<file path="src/rtl/mult_share_pkg.sv">
// Shared constants and types for the two-requester multiplier-sharing arbiter.
package mult_share_pkg;

  localparam int DATA_W = 32;
  localparam int PROD_W = 2 * DATA_W;

  typedef logic [0:0] tag_t;

  typedef enum logic [0:0] {
    IDLE  = 1'b0,
    ISSUE = 1'b1
  } state_t;

endpackage

</file>
<file path="src/rtl/mult_tag_fifo.sv">
// Tag FIFO remembering which requester issued each operation still inside the multiplier.
module mult_tag_fifo
  import mult_share_pkg::*;
#(
  parameter int DEPTH = 4
) (
  input  logic clk,
  input  logic rst,
  input  logic push,
  input  tag_t push_tag,
  input  logic pop,
  output tag_t head_tag,
  output logic empty,
  output logic full
);

  localparam int AW = $clog2(DEPTH);

  tag_t           mem [DEPTH];
  logic [AW:0]    wr_ptr;
  logic [AW:0]    rd_ptr;

  // Extra pointer bit distinguishes full from empty when the indices match.
  assign empty    = (wr_ptr == rd_ptr);
  assign full     = (wr_ptr[AW] != rd_ptr[AW]) && (wr_ptr[AW-1:0] == rd_ptr[AW-1:0]);
  assign head_tag = mem[rd_ptr[AW-1:0]];

  always_ff @(posedge clk or negedge rst) begin
    if (!rst) begin
      wr_ptr <= '0;
      rd_ptr <= '0;
    end else begin
      if (push && !full) wr_ptr <= wr_ptr + (AW+1)'(1);
      if (pop && !empty) rd_ptr <= rd_ptr + (AW+1)'(1);
    end
  end

  always_ff @(posedge clk) begin
    if (push && !full) mem[wr_ptr[AW-1:0]] <= push_tag;
  end

endmodule

</file>
<file path="src/rtl/mult_share_arbiter.sv">
// Round-robin sharing of one stream multiplier between two requesters, with tag-ordered return.
module mult_share_arbiter #(
  parameter int DATA_W  = mult_share_pkg::DATA_W,
  parameter int MAX_OUT = 4
) (
  input  logic                clk,
  input  logic                rst,
  input  logic [DATA_W-1:0]   s0_a_tdata,
  input  logic [DATA_W-1:0]   s0_b_tdata,
  input  logic                s0_tvalid,
  output logic                s0_tready,
  input  logic [DATA_W-1:0]   s1_a_tdata,
  input  logic [DATA_W-1:0]   s1_b_tdata,
  input  logic                s1_tvalid,
  output logic                s1_tready,
  output logic [2*DATA_W-1:0] m0_tdata,
  output logic                m0_tvalid,
  input  logic                m0_tready,
  output logic [2*DATA_W-1:0] m1_tdata,
  output logic                m1_tvalid,
  input  logic                m1_tready,
  output logic [DATA_W-1:0]   mul_a_tdata,
  output logic                mul_a_tvalid,
  input  logic                mul_a_tready,
  output logic [DATA_W-1:0]   mul_b_tdata,
  output logic                mul_b_tvalid,
  input  logic                mul_b_tready,
  input  logic [2*DATA_W-1:0] mul_p_tdata,
  input  logic                mul_p_tvalid,
  output logic                mul_p_tready,
  output logic                err_orphan
);

  import mult_share_pkg::*;

  localparam int CW = $clog2(MAX_OUT) + 1;

  state_t            state;
  logic [CW-1:0]     count;
  logic              last_served;
  logic              a_done;
  logic              b_done;
  logic [DATA_W-1:0] a_reg;
  logic [DATA_W-1:0] b_reg;

  logic grant;
  logic room;
  logic accept;
  logic a_hs;
  logic b_hs;
  logic p_hs;
  logic fifo_empty;
  logic fifo_full;
  tag_t head_tag;

  // A tie goes to whichever requester was not served last.
  assign grant     = (s0_tvalid && s1_tvalid) ? ~last_served : s1_tvalid;
  assign room      = rst && (state == IDLE) && (count < CW'(MAX_OUT));
  assign s0_tready = room && !grant;
  assign s1_tready = room && grant;
  assign accept    = (s0_tready && s0_tvalid) || (s1_tready && s1_tvalid);

  assign mul_a_tvalid = (state == ISSUE) && !a_done;
  assign mul_b_tvalid = (state == ISSUE) && !b_done;
  assign mul_a_tdata  = a_reg;
  assign mul_b_tdata  = b_reg;
  assign a_hs         = mul_a_tvalid && mul_a_tready;
  assign b_hs         = mul_b_tvalid && mul_b_tready;

  // With no tag outstanding the product is an orphan and is swallowed.
  assign m0_tvalid    = mul_p_tvalid && !fifo_empty && (head_tag == 1'b0);
  assign m1_tvalid    = mul_p_tvalid && !fifo_empty && (head_tag == 1'b1);
  assign m0_tdata     = mul_p_tdata;
  assign m1_tdata     = mul_p_tdata;
  assign mul_p_tready = rst && (fifo_empty || ((head_tag == 1'b1) ? m1_tready : m0_tready));
  assign p_hs         = mul_p_tvalid && mul_p_tready && !fifo_empty;

  always_ff @(posedge clk or negedge rst) begin
    if (!rst) begin
      state       <= IDLE;
      a_reg       <= '0;
      b_reg       <= '0;
      a_done      <= 1'b0;
      b_done      <= 1'b0;
      last_served <= 1'b1;
    end else begin
      case (state)
        IDLE: begin
          if (accept) begin
            a_reg       <= grant ? s1_a_tdata : s0_a_tdata;
            b_reg       <= grant ? s1_b_tdata : s0_b_tdata;
            a_done      <= 1'b0;
            b_done      <= 1'b0;
            last_served <= grant;
            state       <= ISSUE;
          end
        end
        ISSUE: begin
          if (a_hs) a_done <= 1'b1;
          if (b_hs) b_done <= 1'b1;
          if ((a_done || a_hs) && (b_done || b_hs)) state <= IDLE;
        end
        default: state <= IDLE;
      endcase
    end
  end

  always_ff @(posedge clk or negedge rst) begin
    if (!rst) begin
      count      <= '0;
      err_orphan <= 1'b0;
    end else begin
      if (accept && !p_hs)      count <= count + CW'(1);
      else if (!accept && p_hs) count <= count - CW'(1);
      if (mul_p_tvalid && fifo_empty) err_orphan <= 1'b1;
    end
  end

  mult_tag_fifo #(
    .DEPTH (MAX_OUT)
  ) u_tag_fifo (
    .clk      (clk),
    .rst      (rst),
    .push     (accept),
    .push_tag (grant),
    .pop      (p_hs),
    .head_tag (head_tag),
    .empty    (fifo_empty),
    .full     (fifo_full)
  );

endmodule

</file>
<file path="config.mk">
export PLATFORM = sky130hd
export DESIGN_NAME = mult_share_arbiter
export DESIGN_NICKNAME = d
export VERILOG_FILES = /design/src/rtl/mult_share_pkg.sv /design/src/rtl/mult_tag_fifo.sv /design/src/rtl/mult_share_arbiter.sv
export SDC_FILE = /design/constraint.sdc
export NUM_CORES = 1
export LEC_CHECK = 0
export CAP_MARGIN = 20
export CORE_AREA = 5 5 151 153
export DETAILED_ROUTE_END_ITERATION = 12
export DIE_AREA = 0 0 156 158
export MAX_ROUTING_LAYER = met4
export PLACE_DENSITY = 0.69
export SYNTH_ARGS = -nofsm -noshare
export SYNTH_HDL_FRONTEND = slang
export SYNTH_SLANG_ARGS = --single-unit
export TNS_END_PERCENT = 20
</file>
<file path="constraint.sdc">
create_clock -name clk -period 3.7 [get_ports clk]
set_clock_uncertainty 0.2 [all_clocks]
set_input_delay 1.11 -clock clk [delete_from_list [all_inputs] [get_ports clk]]
set_output_delay 1.11 -clock clk [all_outputs]
set_load 0.01 [all_outputs]
</file>
# [Word level (Yosys, flattened, before mapping)]
# Memory sizes are Yosys's and may differ from the RTL's.
# Index checks and enable logic that the tools add are counted.
[word_totals] reg_bits=78 ram_bits=4 memories=1 word_cells=80
[memory_table] name="u_tag_fifo.mem" words=4 word_bits=1 rd=1 rd_clocked_by_memory_dff=0 write_ports=1 line="mult_tag_fifo.sv:19" rtl="tag_t mem [DEPTH];"
[classes] reduce_logical=39 eq_ne=6 magnitude_cmp=1 addsub=4 bitwise_logic=3 n_mux=16
[ops] op="$mux W32" count=2
[ops] op="$logic_and A1 B1 Y1" count=24
[ops] op="$add A3 B1 Y3 const B" count=3
[ops] op="$mux W1" count=9
[ops] op="$logic_not A1 Y1" count=7
[ops] op="$mux W3" count=2
[ops] op="$pmux W1 S2" count=3
[ops] op="$reduce_and A2 Y1" count=3
[ops] op="$logic_or A1 B1 Y1" count=4
[ops] op="$ne A2 B1 Y1 const B" count=2
[ops] op="$eq A3 B3 Y1" count=1
[ops] op="$lt A3 B3 Y1 const B" count=1
[ops] op="$not A1 Y1" count=3
[ops] op="$sub A3 B1 Y3 const B" count=1
[ops] op="$eq A2 B2 Y1" count=1
[ops] op="$ne A2 B2 Y1 const B" count=1
[ops] op="$reduce_bool A2 Y1" count=1
[ops] op="$ne A1 B1 Y1" count=1

# [Logic depth before layout (Yosys ltp)]
# Gate-level depths: netlist of the first run.
[logic_depth] ltp_word=10 ltp_mapped=10 depth_no_buf=9

# [Cells and area by module]
# From an unflattened synthesis of the first run, not the netlist that was laid out.
[unflattened] hier_cells=452 area_unflattened_um2=5192.5
[modules_own_cells] mod="mult_share_arbiter" area_each_um2=4570.6 seq_area_each_um2=1803.0 n_inst=1 cells_each=398
[modules_own_cells] mod="mult_tag_fifo" area_each_um2=621.8 seq_area_each_um2=270.3 n_inst=1 cells_each=54

# [Least setup slack after synthesis of the first run]
# Ideal clock, no wire load.
[synth_timing] kind="input -> output" start="in s1_tvalid" end="out s0_tready" arrival_time_ns=1.960 path_slack_ns=0.430 path_stages=4 path_cell_list="a21boi_1 -> buf_2 -> buf_2 -> nor2b_1"
[synth_via] elab_chain_len=4
[synth_lines] element="start, declared" line="mult_share_arbiter.sv:14" rtl="input logic s1_tvalid,"
[synth_lines] element="$logic_and A1 B1 Y1" line="mult_share_arbiter.sv:57" rtl="assign grant = (s0_tvalid && s1_tvalid) ? ~last_served : s1_tvalid;"
[synth_lines] element="$mux W1 (*)" line="mult_share_arbiter.sv:57"
[synth_lines] element="named net grant" line="mult_share_arbiter.sv:46" rtl="logic grant;"
[synth_lines] element="$logic_not A1 Y1 (*)" line="mult_share_arbiter.sv:59" rtl="assign s0_tready = room && !grant;"
[synth_lines] element="$logic_and A1 B1 Y1 (*)" line="mult_share_arbiter.sv:59"
[synth_lines] element="end, declared" line="mult_share_arbiter.sv:11" rtl="output logic s0_tready,"
# The timed path passes the listed nets; every way through them passes the cells marked *.

# [Worst setup path after layout of the first run]
[layout_timing] start="in mul_p_tvalid" end="out m1_tvalid"
[layout_via] elab_chain_len=2
[layout_lines] element="start, declared" line="mult_share_arbiter.sv:29" rtl="input logic mul_p_tvalid,"
[layout_lines] element="$logic_and A1 B1 Y1 (2 in series)" line="mult_share_arbiter.sv:72" rtl="assign m1_tvalid = mul_p_tvalid && !fifo_empty && (head_tag == 1'b1);"
[layout_lines] element="end, declared" line="mult_share_arbiter.sv:20" rtl="output logic m1_tvalid,"
# Every way passes these cells.

==> impl_metrics.tcl, run 1 <==
set metrics [dict create \
    cts-htree-levels 3 \
    max_slew_margin 0.573 \
    crit_type "primary input to primary output" \
    yosys.area_share.simple 0.0793 \
    final_hold_viol_count 0 \
    hold_path_class "flop to flop" \
    dp_cells 832 \
    setup_viol 0 \
    final.setup.worst_slack_ps 84.2 \
    ys_seq_elements 82 \
    final_antenna_net_count 0 \
    die_h_um 158 \
    dp_slack_ps -175 \
    postCtsHoldBufs 0 \
    holdWs_ps 266 \
    met1_usage 0.110 \
    wl_um 12400 \
    initial_core_util 0.225 \
    finalCriticalPeriod_ps 3620 \
    ios 401 \
    synthXorXnorAreaFrac 0.0200 \
    globalplace.congestion 0.724 \
    slew_viol_final 0 \
    fill_cells 2222 \
    crit_top_cell "clkdlybuf4s50_1" \
    grt_pass1_wl_um 18600 \
    crit_required_ps 2390 \
    die-area_um2 24600 \
    syn_inst 481 \
    die_w_um 156 \
    p_leak_nw 2.90 \
    crit_path_end_kind "primary output" \
    core_um2 21400 \
    synth.distinct_cells 32 \
    drcViolationCount 0 \
    fin_crit_sh 0.977 \
    cts.sinks 82 \
    dp_hpwl_um 9620 \
    maxCapViolations 0 \
    tightest_slew_ps 640 \
    via_count 3398 \
    grt_max_degree 132 \
    numCtsBuffers 9 \
    grt_antenna_before_repair 1 \
    rows 54 \
    worst_ep_arrival_time_ps 2310 \
    synth_fa_ha_area_frac 0.0198 \
    numPortBuffers 208 \
    syn-cell-area_um2 4810 \
    ir_worst_vdd_uv 257 \
    clk_latency_ps 340 \
    dr.pass1.iters 3 \
    tritoncts "yes" \
    cts_buffer_depth 2 \
    grt_usage 0.101 \
    dr.first_iter.drc_count 44 \
    synth_top_family_by_area "buffers and inverters" \
    nNetsFinal 771 \
    synthToLayoutAreaGrowth_pct 38.4 \
    start_kind "primary input" \
    overflow 0 \
    synth_mux_area_frac 0.146 \
    synth_warnings 0 \
    top_usage_layer "met2" \
    path_max_fanout 3 \
    power.density_nw_per_um2 688 \
    gr-usage-met2 0.150 \
    vias_per_cell 4.00 \
    crit_chain "clkdlybuf4s50_1 > and3_2 > clkdlybuf4s50_1" \
    path_buf_inv 2 \
    met3_usage 0.0503 \
    cp_top_family "buffers and inverters" \
    max_freq_mhz 277 \
    critical_path.max_stage_delay_ps 530 \
    slowest_stage "clkdlybuf4s50_1" \
    syn_avg_cell_area_um2 10.0 \
    layout.cells.non_filler 849 \
    synth_compound_area_frac 0.0806 \
    tns_ps 0 \
    status "completed" \
    drive_gt1_frac 0.0669 \
    ys_seq_area_frac 0.431 \
    path_clk_slew_ps 70 \
    rsz0062_at_grt "false" \
    wl_per_cell_um 14.6 \
    grt_pass1_vias 3397 \
    syn_nets 689 \
    cts_root_buf "clkbuf_16" \
]
metal layers:
metal  wire [um]  vias to the layer above
met5           0                        -
met4         449                        0
met3        1440                       50
met2        5520                      184
met1        4970                     1523
li1            -                     1641
worst register-to-register path: stages (launching register included):
cell     delay (ps)
dfrtp_1         450
mux4_2          570
mux2_4          330
buf_4           150
nand4_4         100
ha_1            220
inv_1            70
fa_1            370
xor2_1          160
nor2_1          110
xor2_1          140
synthesized netlist by cell type:
master    number  share of area
buf_4        128           0.20
dfrtp_1       77           0.40
nand2_1       65          0.051
o21ai_0       65          0.068
mux2i_1       64           0.13
clkbuf_1      11         0.0086
buf_2          8         0.0083
xnor2_1        7          0.013
and3_1         6         0.0078
ha_1           6          0.016
inv_1          6         0.0047
edfxtp_1       4          0.025
nand3_1        4         0.0042
xor2_1         4         0.0073
nor2b_1        3         0.0039
a21o_1         2         0.0031
a22o_1         2         0.0036
and2_1         2         0.0026
buf_1          2         0.0016
mux2_4         2         0.0062
nor2_1         2         0.0016
a21boi_1       1         0.0016
a221o_1        1         0.0021
and3_2         1         0.0016
dfstp_2        1         0.0055
fa_1           1         0.0042
mux2_2         1         0.0023
mux4_2         1         0.0047
nand4_4        1         0.0044
nor3b_2        1         0.0026
o21a_1         1         0.0016
o21ai_1        1         0.0010
placed cells by master, fill, tap and decap left out, types with 2 or more instances in the layout:
master / n
edfxtp_1: 4
inv_1: 6
nor2b_1: 3
ha_1: 6
buf_4: 12
nand3_1: 4
clkdlybuf4s50_1: 203
dfrtp_1: 77
xnor2_1: 7
clkinv_4: 2
dlygate4sd2_1: 3
bufinv_16: 3
mux2i_1: 64
and3_1: 6
mux2_4: 2
and2_1: 2
nor2_1: 2
xor2_1: 4
a21o_1: 2
o21ai_0: 65
clkbuf_16: 9
nand2_1: 65
a22o_1: 2
sequential cells by signal (all words and copies together), names as in the netlist:
register           cells
a_done                 1
b_done                 1
count                  3
err_orphan             1
last_served            1
mul_a_tdata           32
mul_b_tdata           32
state                  1
u_tag_fifo.mem         4
u_tag_fifo.rd_ptr      3
u_tag_fifo.wr_ptr      3
cell type report:
cell class              instances  area (um^2)  share of cell area
repair buffers                220         2180               0.327
diodes                          1         2.50            0.000376
clock buffers                  10          229              0.0344
well taps                     280          350              0.0526
clock inverters                 6          114              0.0171
inverters                       6         22.5             0.00338
flip-flops and latches         82         2070               0.311
multi-input cells             244         1690               0.253
through the flow:
step | utilization | area (um^2) | power (mW)
finish | 0.311 | 6660 | 4.58
global route | 0.311 | 6660 | 4.92
CTS | 0.311 | 6660 | 4.69
detailed placement | 0.295 | 6320 | 3.60
global placement | 0.295 | 6320 | 3.57
floorplan | - | 4810 | 2.60
cells by family after synthesis:
logic type                 Yosys count
AOI/OAI and AO/OA                   73
muxes                               68
DFF                                 82
adders and majority gates            7
and+or+nand+nor                     85
buffers and inverters              155
xor gates and xnor gates            11
timing repair:
item	4_1_cts	5_1_grt
setup endpoints to repair	3	1
buffers inserted	0	0
gates resized for setup	3	1
worst paths after layout:
kind	start	to	slack [ps]	cells after the start
max in group asynchronous	rst	mul_a_tdata[16]	2080	3
worst max-delay path	mul_p_tvalid	m1_tvalid	80	3
worst min register to register	err_orphan	err_orphan	270	1
worst min-delay path	err_orphan	err_orphan	270	1
min in group asynchronous	rst	err_orphan	800	3
worst max register to register	u_tag_fifo.rd_ptr[0]	count[2]	760	10
power breakdown:
group / internal (mW) / switching [mW]
logic: 1.10 / 0.873
registers: 1.31 / 0.245
clock network: 0.663 / 0.384
total: 3.08 / 1.50
(Power assumes the default switching activity.)
==> inputs of run 2 (changes only) <==
SKIP_LAST_GASP = 1   (was not set)
==> run 2 against run 1 <==
  * The flow now finishes with violations (setup timing)
  * Non-clock buffer count stayed put
  * Count of clock-buffer cells in the layout unchanged
  * Die area unchanged
  * Combinational power barely moved
  * Maximum frequency is 2.6% lower
  * First-iteration DRC count unchanged
  * Sequential cell count unchanged
  * Critical path type unchanged
  * Highest routed layer unchanged
==> impl_metrics.tcl, run 2 (synthesized netlist as in run 1, its figures left out) <==
set metrics [dict create \
    wl_um 12400 \
    die_h_um 158 \
    dp_hpwl_um 9620 \
    initial_core_util 0.225 \
    start_kind "primary input" \
    slowest_stage "clkdlybuf4s50_1" \
    worst_ep_arrival_time_ps 2400 \
    hold_path_class "flop to flop" \
    pwr-share-seq 0.340 \
    finalCriticalPeriod_ps 3710 \
    max_slew_margin 0.573 \
    tritoncts "yes" \
    die-area_um2 24600 \
    crit_required_ps 2390 \
    cp_top_family "buffers and inverters" \
    core_um2 21400 \
    clock_power_share 0.228 \
    tightest_slew_ps 640 \
    path_clk_slew_ps 70 \
    synthToLayoutAreaGrowth_pct 38.5 \
    power.density_nw_per_um2 688 \
    cts-htree-levels 3 \
    via_count 3398 \
    crit_top_cell "clkdlybuf4s50_1" \
    overflow 0 \
    cts_root_buf "clkbuf_16" \
    critical_path.max_stage_delay_ps 540 \
    final_hold_viol_count 0 \
    grt_pass1_wl_um 18600 \
    clk_latency_ps 340 \
    crit_type "primary input to primary output" \
    tns_ps -10.7 \
    nNetsFinal 771 \
    p_int_mw 3.09 \
    maxCapViolations 0 \
    final_antenna_net_count 0 \
    numCtsBuffers 9 \
    grt_antenna_before_repair 1 \
    slew_viol_final 0 \
    grt_pass1_vias 3397 \
    grt_usage 0.101 \
    cts_buffer_depth 2 \
    crit_chain "clkdlybuf4s50_1 > a21boi_4 > nor2b_1 > clkdlybuf4s50_1" \
    drcViolationCount 0 \
    setup_viol 1 \
    rows 54 \
    final.setup.worst_slack_ps -10.7 \
    final_common_cell "clkdlybuf4s50_1" \
    p_total_mw 4.59 \
    rsz0062_at_grt "true" \
    max_freq_mhz 269 \
    p_sw_frac 0.327 \
    globalplace.congestion 0.724 \
    ios 401 \
    p_leak_nw 2.89 \
    vias_per_cell 4.00 \
    fin_crit_sh 1.00 \
    die_w_um 156 \
    numPortBuffers 208 \
    ir_worst_vdd_uv 257 \
    path_max_fanout 4 \
    switchingPower_mw 1.50 \
    status "complete, but fails checks" \
    combPwrFrac 0.432 \
    crit_path_end_kind "primary output" \
    drive_gt1_frac 0.0669 \
    grt_max_degree 132 \
    failed_checks "setup timing" \
    dr.first_iter.drc_count 44 \
    postCtsSetupRepairBufs 0 \
    dr.pass1.iters 3 \
    cts.sinks 82 \
    final_cell_mix "clkdlybuf4s50_1, dfrtp_1, nand2_1, o21ai_0, mux2i_1" \
    path_buf_inv 2 \
    wl_per_cell_um 14.6 \
]
==> run 2: worst paths after layout <==
| path | cells after the start | endpoint | startpoint | slack, ps |
|---|---|---|---|---|
| min | 1 | err_orphan | err_orphan | 270 |
| max reg2reg | 10 | count[2] | u_tag_fifo.rd_ptr[0] | 760 |
| min reg2reg | 1 | err_orphan | err_orphan | 270 |
| max in group asynchronous | 3 | mul_a_tdata[16] | rst | 2080 |
| min in group asynchronous | 3 | err_orphan | rst | 800 |
| max | 4 | s0_tready | s1_tvalid | -10 |
==> run 2: per-layer routing <==
metal / vias up / wire length (um) / global-route usage
met4: 0 / 449 / 0.0546
met5: - / 0 / -
met3: 50 / 1440 / 0.0503
met1: 1523 / 4970 / 0.110
met2: 184 / 5520 / 0.150
li1: 1641 / - / -
==> run 2: power groups by stage <==
stage               clock (mW)  combinational (mW)  sequential [mW]
floorplan                    0               0.896             1.71
global placement             0                2.00             1.57
detailed placement           0                2.02             1.58
CTS                       1.10                2.03             1.57
global route              1.13                2.17             1.63
finish                    1.05                1.98             1.56
==> run 2: area by class of cell <==
cell class	count	area, um^2
inverter	6	22.5
sequential	82	2070
clock buffer	10	229
multi-input combinational	244	1690
tap	280	350
clock inverter	6	114
antenna	1	2.50
fill	2219	14800
timing repair buffer	220	2180
==> run 2: through the flow <==
step	utilization	hold WS (ps)	setup WS, ps	cells	area [um^2]
floorplan	-	263	430	481	4810
global placement	0.295	238	-161	832	6320
detailed placement	0.295	262	-175	832	6320
CTS	0.311	275	-114	848	6660
global route	0.311	300	-62.9	849	6660
finish	0.311	266	-10.7	849	6660
==> run 2: what timing repair did <==
item | in CTS | in global routing
gates resized for setup | 1 | 1
endpoints found under the setup margin | 3 | 2
hold buffers | 0 | 0
==> inputs of run 3 (changes only) <==
CORE_AREA = 2 2 156 158   (was 5 5 151 153)
DIE_AREA = 0 0 158 160   (was 0 0 156 158)
PLACE_DENSITY = 0.64   (was 0.69)
==> run 3 against run 2 <==
  * Register-to-register slack better by 30 ps
  * The flow still finishes with violations (setup timing)
  * Core utilization is 3.3 points lower
  * Final cell count is 4.8% higher
  * Wire length is 2.2% lower
  * Power is 4.3% lower
  * Critical endpoint is now s1_tready
  * Largest cell class unchanged
==> impl_metrics.tcl, run 3 (synthesized netlist as in run 1, its figures left out) <==
set metrics [dict create \
    cts.sinks 82 \
    pwr-share-seq 0.354 \
    postCtsSetupRepairBufs 0 \
    wl_um 12100 \
    vias_per_cell 3.74 \
    overflow 0 \
    final_common_cell "clkdlybuf4s50_1" \
    ir_worst_vdd_uv 192 \
    dr.pass1.iters 4 \
    grt_max_degree 132 \
    setup_viol 1 \
    slew_viol_final 0 \
    die_w_um 158 \
    power.density_nw_per_um2 662 \
    max_slew_margin 0.541 \
    wl_per_cell_um 13.6 \
    hold_path_class "flop to flop" \
    drive_gt1_frac 0.0636 \
    tightest_slew_ps 688 \
    path_clk_slew_ps 70 \
    r2r-end "count[2]" \
    crit_type "primary input to primary output" \
    nNetsFinal 769 \
    antenna_cells 0 \
    start_kind "primary input" \
    max_freq_mhz 267 \
    numCtsBuffers 9 \
    final_antenna_net_count 0 \
    cts_root_buf "clkbuf_16" \
    dp_hpwl_um 9060 \
    p_int_mw 2.88 \
    die_h_um 160 \
    ff2ff_path_depth 10 \
    hold_end "err_orphan" \
    clk_latency_ps 340 \
    tritoncts "yes" \
    rsz0062_at_grt "true" \
    rr_startpoint "u_tag_fifo.rd_ptr[0]" \
    p_leak_nw 2.84 \
    failed_checks "setup timing" \
    grt_pass1_vias 3472 \
    drcViolationCount 0 \
    final_cell_mix "clkdlybuf4s50_1, dfrtp_1, nand2_1, o21ai_0, mux2i_1" \
    status "complete, but fails checks" \
    crit_required_ps 2390 \
    fin_crit_sh 1.01 \
    die-area_um2 25300 \
    initial_core_util 0.202 \
    grt_usage 0.0992 \
    maxCapViolations 0 \
    path_max_fanout 3 \
    dr.first_iter.drc_count 73 \
    synthToLayoutAreaGrowth_pct 37.9 \
    switchingPower_mw 1.51 \
    via_count 3330 \
    placed_area_um2 6360 \
    fin_util 0.278 \
    holdPathStages 1 \
    p_sw_frac 0.345 \
    grt_antenna_before_repair 0 \
    clock_power_share 0.196 \
    tns_ps -40.2 \
    stdcell_area_um2 6630 \
    grt_pass1_wl_um 18700 \
    dp_slack_ps -155 \
    ios 401 \
    p_total_mw 4.39 \
    crit_path_end_kind "primary output" \
    core_um2 23800 \
    globalplace.congestion 0.671 \
    worst_ep_arrival_time_ps 2430 \
    cts-htree-levels 3 \
    rrSetupSlack_ps 790 \
    final.setup.worst_slack_ps -40.2 \
    cts_buffer_depth 2 \
    finalCriticalPeriod_ps 3740 \
    combPwrFrac 0.450 \
    postCtsHoldBufs 0 \
    final_hold_viol_count 0 \
    hp-start "err_orphan" \
    rows 57 \
    numPortBuffers 208 \
]
## run 3: critical path, cell delays in order
cell and delay [ps]:
clkdlybuf4s50_1 470, a21boi_4 160, and2_1 160, clkdlybuf4s50_1 530
## run 3: final cells by class
| type | count | area (um^2) |
|---|---|---|
| inverter | 6 | 22.5 |
| multi-input combinational | 244 | 1690 |
| sequential | 82 | 2070 |
| timing repair buffer | 218 | 2170 |
| clock buffer | 9 | 225 |
| tap | 324 | 405 |
| clock inverter | 7 | 52.6 |
| fill | 2583 | 17200 |
## run 3: repair_timing
item                                   4_1_cts  5_1_grt
endpoints found under the hold margin        0        0
setup endpoints to repair                    3        2
gates cloned                                 0        0
resized for setup                            2        1
pin swaps                                    0        0
## run 3: how the worst max path moves through the flow
stage / from / end / slack, ps / depth (start not counted)
floorplan: s1_tvalid / s0_tready / 430 / 4
global placement: s1_tvalid / s1_tready / -140 / 4
detailed placement: s1_tvalid / s1_tready / -150 / 4
CTS: m1_tready / mul_p_tready / -50 / 4
global route: s0_tvalid / s1_tready / -90 / 4
finish: s0_tvalid / s1_tready / -40 / 4
## run 3: power groups by stage
stage / sequential, mW / combinational, mW / clock (mW)
after floorplan: 1.71 / 0.896 / 0
final: 1.56 / 1.97 / 0.861
after global routing: 1.62 / 2.19 / 0.938
after global placement: 1.56 / 1.99 / 0
after detailed placement: 1.57 / 2.02 / 0
after CTS: 1.56 / 2.02 / 0.916
## run 3: per-layer routing
| metal | track usage | vias to the layer above | share of wire |
|---|---|---|---|
| li1 | - | 1627 | - |
| met1 | 0.107 | 1489 | 0.41 |
| met2 | 0.151 | 172 | 0.45 |
| met3 | 0.0450 | 42 | 0.10 |
| met4 | 0.0532 | 0 | 0.037 |
| met5 | - | - | 0 |
## run 3: per-stage QoR
stage / hold WS, ps / cells
detailed placement: 247 / 874
CTS: 264 / 890
finish: 260 / 890
global placement: 253 / 874
floorplan: 263 / 481
global route: 292 / 890
